--- config.mk ---
export PLATFORM = sky130hd
export DESIGN_NAME = ik_job_sequencer
export DESIGN_NICKNAME = d
export VERILOG_FILES = /design/src/rtl/ik_job_sequencer.sv
export SDC_FILE = /design/constraint.sdc
export NUM_CORES = 1
export LEC_CHECK = 0
export BUFFER_PORTS_ARGS = -buffer_cell sky130_fd_sc_hd__buf_2
export CORE_ASPECT_RATIO = 0.7
export CORE_MARGIN = 2
export CORE_UTILIZATION = 48
export CTS_CLUSTER_SIZE = 28
export DETAILED_ROUTE_END_ITERATION = 10
export GPL_TIMING_DRIVEN = 0
export PLACE_DENSITY_LB_ADDON = 0.3
export SLEW_MARGIN = 20
export SYNTH_ARGS = -nofsm -noshare
export SYNTH_HDL_FRONTEND = slang
export SYNTH_SLANG_ARGS = --single-unit
--- constraint.sdc ---
create_clock -name clock -period 5.5 [get_ports clock]
set_clock_uncertainty 0.05 [all_clocks]
set_input_delay 0.275 -clock clock [delete_from_list [all_inputs] [get_ports clock]]
set_output_delay 0.275 -clock clock [all_outputs]
set_load 0.005 [all_outputs]
--- src/rtl/ik_job_sequencer.sv ---
// ik_job_sequencer: upstream job sequencer for the inverse-kinematics core.
// Latency: in-range job -> result after SETTLE_CYCLES edges; out-of-range job -> 1 edge.
// Backpressure: out_ready low holds the result stable and in_ready low; no input bubble on handshake.
//
// Ports:
//   clock, rst                  rising-edge clock, asynchronous active-high reset
//   in_valid/in_ready/in_x/in_y request handshake, sign-magnitude Q16.15 target
//   ik_x/ik_y                   target held stable towards the IK core
//   ik_theta1/ik_theta2         angles from the IK core (no handshake)
//   out_valid/out_ready         result handshake
//   out_theta1/out_theta2       captured angles (0 when rejected)
//   out_err                     request rejected as out of reach
//   busy                        high while waiting for the IK pipeline to settle
//   job_count                   completed result handshakes, wraps at 2^16
module ik_job_sequencer #(
  parameter int                    BIT_WIDTH     = 32,
  parameter int                    FRACTIONS     = 15,
  parameter int                    SETTLE_CYCLES = 100,
  parameter logic [BIT_WIDTH-1:0]  MAX_MAG       = 32'h000B8000
) (
  input  logic                 clock,
  input  logic                 rst,
  input  logic                 in_valid,
  output logic                 in_ready,
  input  logic [BIT_WIDTH-1:0] in_x,
  input  logic [BIT_WIDTH-1:0] in_y,
  output logic [BIT_WIDTH-1:0] ik_x,
  output logic [BIT_WIDTH-1:0] ik_y,
  input  logic [BIT_WIDTH-1:0] ik_theta1,
  input  logic [BIT_WIDTH-1:0] ik_theta2,
  output logic                 out_valid,
  input  logic                 out_ready,
  output logic [BIT_WIDTH-1:0] out_theta1,
  output logic [BIT_WIDTH-1:0] out_theta2,
  output logic                 out_err,
  output logic                 busy,
  output logic [15:0]          job_count
);

  // Elaboration-time sanity checks on the parameter set.
  if (SETTLE_CYCLES < 1 || SETTLE_CYCLES > 65535) begin : g_bad_settle
    $error("ik_job_sequencer: SETTLE_CYCLES must be in 1..65535");
  end
  if (FRACTIONS < 0 || FRACTIONS > BIT_WIDTH - 2) begin : g_bad_frac
    $error("ik_job_sequencer: FRACTIONS must fit in the magnitude field");
  end

  localparam logic [1:0] ST_IDLE   = 2'd0;
  localparam logic [1:0] ST_SETTLE = 2'd1;
  localparam logic [1:0] ST_OUT    = 2'd2;

  // The counter is loaded with N-1 so the edge that sees zero is the Nth edge
  // after the accept edge, which is the capture edge.
  localparam logic [15:0] CNT_LOAD = 16'(SETTLE_CYCLES - 1);

  // Only the magnitude field takes part in the reach check, so -0 behaves as 0.
  localparam logic [BIT_WIDTH-2:0] MAG_LIMIT = MAX_MAG[BIT_WIDTH-2:0];

  logic [1:0]           state_q, state_d;
  logic [15:0]          cnt_q, cnt_d;
  logic [BIT_WIDTH-1:0] ik_x_q, ik_x_d;
  logic [BIT_WIDTH-1:0] ik_y_q, ik_y_d;
  logic [BIT_WIDTH-1:0] theta1_q, theta1_d;
  logic [BIT_WIDTH-1:0] theta2_q, theta2_d;
  logic                 err_q, err_d;
  logic [15:0]          job_count_q, job_count_d;

  logic accept;
  logic in_range;
  logic out_hs;

  // in_ready is combinational so a result handshake can take a new request on
  // the same edge; it is gated by rst so nothing is offered during reset.
  assign in_ready = ~rst & ((state_q == ST_IDLE) | ((state_q == ST_OUT) & out_ready));
  assign accept   = in_valid & in_ready;
  assign out_hs   = (state_q == ST_OUT) & out_ready;
  assign in_range = (in_x[BIT_WIDTH-2:0] <= MAG_LIMIT) & (in_y[BIT_WIDTH-2:0] <= MAG_LIMIT);

  always_comb begin
    state_d     = state_q;
    cnt_d       = cnt_q;
    ik_x_d      = ik_x_q;
    ik_y_d      = ik_y_q;
    theta1_d    = theta1_q;
    theta2_d    = theta2_q;
    err_d       = err_q;
    job_count_d = job_count_q;

    case (state_q)
      ST_IDLE: begin
        state_d = ST_IDLE;
      end
      ST_SETTLE: begin
        if (cnt_q != 16'd0) begin
          cnt_d = cnt_q - 16'd1;
        end else begin
          theta1_d = ik_theta1;
          theta2_d = ik_theta2;
          state_d  = ST_OUT;
        end
      end
      ST_OUT: begin
        // Result is frozen until the consumer takes it.
        if (out_hs) begin
          job_count_d = job_count_q + 16'd1;
          state_d     = ST_IDLE;
        end
      end
      default: begin
        state_d = ST_IDLE;
      end
    endcase

    // A new request overrides the IDLE fall-back above, giving zero-bubble
    // back-to-back operation on the result handshake edge.
    if (accept) begin
      if (in_range) begin
        ik_x_d  = in_x;
        ik_y_d  = in_y;
        cnt_d   = CNT_LOAD;
        err_d   = 1'b0;
        state_d = ST_SETTLE;
      end else begin
        // Rejected jobs never touch the IK core inputs.
        theta1_d = '0;
        theta2_d = '0;
        err_d    = 1'b1;
        state_d  = ST_OUT;
      end
    end
  end

  always_ff @(posedge clock or posedge rst) begin
    if (rst) begin
      state_q     <= ST_IDLE;
      cnt_q       <= '0;
      ik_x_q      <= '0;
      ik_y_q      <= '0;
      theta1_q    <= '0;
      theta2_q    <= '0;
      err_q       <= 1'b0;
      job_count_q <= '0;
    end else begin
      state_q     <= state_d;
      cnt_q       <= cnt_d;
      ik_x_q      <= ik_x_d;
      ik_y_q      <= ik_y_d;
      theta1_q    <= theta1_d;
      theta2_q    <= theta2_d;
      err_q       <= err_d;
      job_count_q <= job_count_d;
    end
  end

  assign ik_x       = ik_x_q;
  assign ik_y       = ik_y_q;
  assign out_theta1 = theta1_q;
  assign out_theta2 = theta2_q;
  assign out_err    = err_q;
  assign out_valid  = (state_q == ST_OUT);
  assign busy       = (state_q == ST_SETTLE);
  assign job_count  = job_count_q;

endmodule

==> flow_summary_export.csv <==
group,metric,value,unit
timing,fmax,390,MHz
synth,synth-main-ff-cell,"dfrtp_1",
global_routing,antenna_found_initial,0,
clocking,postCtsSetupBuffers,0,
synth,synthArstFlopShare,100,%
timing,drv_slew,0,
power,switching_share,26.0,%
synth,synth_top_area_cell,"dfrtp_1",
global_routing,first_global_vias,5087,
synth,syn_inst,604,
drt,routed.top_layer,"met4",
cells_and_area,fin_cells,1107,
power,pwr-share-seq,49.0,%
clocking,clock_latency,0.42,ns
power,clockPowerShare,43.5,%
synth,synthTopCellsByArea,"dfrtp_1, nand2_1, mux2_2, a21oi_1, and2_1",
min_path,hold_class,"primary input to flip-flop",
floorplanning,die_x,145,um
min_path,holdPathStages,3,
synth,syn-cell-area,6680,um2
placement,hpwl,12300,um
clocking,cts.sinks,163,
cells_and_area,drive_gt1_share,42.2,%
synth,synth_fp_nets,739,
timing,final-hold-violation-count,0,
floorplanning,io_pins,280,
setup_path,cp-start-kind,"flip-flop",
run,drv_cap,0,
drt,initialDrtViolationCount,234,
power,switching_power,0.000674,W
global_routing,grt-ovfl-total,0,
timing,rsz0062_at_grt,"no",
power,combPwrFrac,7.5,%
synth,synth.distinct_cells,44,
cells_and_area,antennaDiodeCount,0,
power,p_leak,4.71,nW
setup_path,worstPathRequired,5.73,ns
drt,antenna_left,0,
synth,synth_top_cell_area_share,61.1,%
cells_and_area,final_nets,1039,
setup_path,worstPathMaxFanout,10,
synth,ys_seq_elements,163,
placement,dp.cells,1074,
setup_path,r2r_slack,2.94,ns
power,cellInternalPower,0.00192,W
synth,synth-edff-count,0,
floorplanning,num_rows,36,
timing,setup_violations,0,
floorplanning,die_height,103,um
global_routing,grt_max_degree,83,
drt,vias_per_cell,4.89,
timing,slew_headroom,55.4,%
drt,route.met3.wl,641,um
setup_path,rr_endpoint,"out_theta2[30]",
synth,synth_common_cells,"dfrtp_1, nand2_1, a21oi_1",
outcome,outcome,"finished, final reports clean",
global_routing,grt_pass1_wl,26300,um
floorplanning,start_util,48.6,%
drt,first_pass_iters,4,
power,vdd_ir_drop_max,0.204,mV
clocking,cts_tree,"built",
timing,finalCritPeriodShare,46.6,%
drt,drc,0,
synth,avgSynthCellArea,11.1,um2
drt,wl_per_cell,15.0,um
cells_and_area,syn2layout_area_growth,33.6,%
clocking,clk_pin_slew,0.07,ns
clocking,cts-root-buf,"clkbuf_16",
drt,wl_met2,7910,um
setup_path,reg2regPathDepth,7,
placement,port_buffers,279,
global_routing,grt_usage,22.4,%
min_path,hold-path-endpoint,"out_theta2[6]",
drt,via_count,5416,
placement,dp_slack,2.95,ns
cells_and_area,n_fill_cell,1117,
clocking,clock_path_buffers,2,
floorplanning,core-area,13700,um2
floorplanning,die_area,14900,um2
clocking,htree_levels,4,
synth,ys_seq_area_share,61.1,%
setup_path,end_kind,"flip-flop",
min_path,hp-start,"ik_theta2[6]",
setup_path,r2r_start,"cnt_q[0]",
setup_path,path_class,"flip-flop to flip-flop",
placement,gp_congestion,0.876,
drt,routedLengthMet1,7730,um
timing,worst-slew-pin-transition,0.664,ns
setup_path,arrival,2.79,ns
drt,wirelength,16600,um
timing,finalCriticalPeriod,2.56,ns
clocking,cts_buffers,17,
power,cellPowerDensity,291,nW/um2
timing,fin_ws,2.94,ns
synth,yosysMostFrequentCell,"dfrtp_1",
synth,yosysWarnings,0,
-- timing repair --
item                                   4_1_cts  5_1_grt
hold buffers                                 1        0
endpoints found under the hold margin       81        0
resized for setup                            0        0
-- routing by layer --
metal  up-vias  track usage [%]
met5         -                0
met4         0             9.06
met3        27             4.25
met2       131             34.4
met1      2621             31.9
li1       2637                -
-- critical path: stages, from the launching register on --
cell	delay, ns
dfrtp_1	0.40
inv_1	0.12
ha_1	0.16
nor3b_1	0.56
nand4_1	0.58
clkbuf_1	0.38
nand2_1	0.12
a21oi_1	0.08
-- cell type report --
class | instances | area [um2] | area share, %
Sequential cell | 163 | 4080 | 45.7
Multi-Input combinational cell | 405 | 2400 | 26.9
Timing Repair Buffer | 281 | 1430 | 16.1
Clock buffer | 17 | 425 | 4.77
Tap cell | 190 | 238 | 2.66
Buffer | 32 | 183 | 2.05
Clock inverter | 15 | 140 | 1.57
Inverter | 4 | 22.5 | 0.252
-- logic make-up (layout without fill, tap and decap cells) --
| logic type | Yosys count | in the layout | share of synthesized area [%] |
|---|---|---|---|
| adder cells (fa/ha/maj) | 3 | 3 | 0.562 |
| XOR/XNOR | 26 | 26 | 3.41 |
| buffers and inverters | 36 | 349 | 2.96 |
| multiplexers | 43 | 43 | 7.23 |
| AO/OA/AOI/OAI | 77 | 77 | 6.74 |
| AND/OR/NAND/NOR | 256 | 256 | 18.0 |
| flip-flops | 163 | 163 | 61.1 |
-- stage by stage --
step                power, W  util (%)  TNS (ns)  hold slack [ns]  cell area (um2)
floorplan            0.00138         -         0            0.356             6680
global placement     0.00148      60.5   -172.05            0.405             8310
detailed placement   0.00149      60.8         0            0.356             8350
CTS                  0.00262      65.0         0           0.0164             8920
global route         0.00271      65.0         0           0.0244             8920
finish               0.00259      65.0         0           0.0307             8920
-- state kept, by name, summed over array words and instances (netlist names) --
signal / count
cnt_q: 16
ik_x: 32
ik_y: 32
job_count: 16
out_err: 1
out_theta1: 32
out_theta2: 32
state_q: 2
-- how the worst max path moves through the flow --
stage,cells past startpoint,from,end,slack [ns]
floorplan,1,rst,cnt_q[0],0.77
global placement,2,rst,out_theta2[23],-1.06
detailed placement,7,cnt_q[0],out_theta2[27],2.95
CTS,7,cnt_q[0],out_theta2[30],2.92
global route,7,cnt_q[0],out_theta2[30],2.68
finish,7,cnt_q[0],out_theta2[30],2.94
-- layout by cell type, fill, tap and decap left out, types with 9 or more instances in the layout --
| cell | netlist | routed |
|---|---|---|
| buf_2 | 11 | 290 |
| nand4_1 | 13 | 13 |
| xor2_1 | 11 | 11 |
| a21oi_1 | 58 | 58 |
| mux2_2 | 42 | 42 |
| nor2_1 | 21 | 21 |
| a21oi_2 | 9 | 9 |
| nand2_1 | 150 | 150 |
| and2_1 | 23 | 23 |
| dfrtp_1 | 163 | 163 |
| xnor2_1 | 15 | 15 |
| nor4_1 | 15 | 15 |
| nand3_1 | 9 | 9 |
| clkbuf_16 | 0 | 17 |
| clkbuf_1 | 10 | 10 |
-- power groups by stage --
| stage | Sequential (W) | Combinational, W | Clock, W |
|---|---|---|---|
| floorplan | 0.00129 | 0.0000950 | 0 |
| CTS | 0.00127 | 0.000196 | 0.00115 |
| global route | 0.00128 | 0.000223 | 0.00121 |
| finish | 0.00127 | 0.000194 | 0.00113 |
| detailed placement | 0.00129 | 0.000196 | 0 |
| global placement | 0.00129 | 0.000189 | 0 |
(Power assumes the default switching activity.)
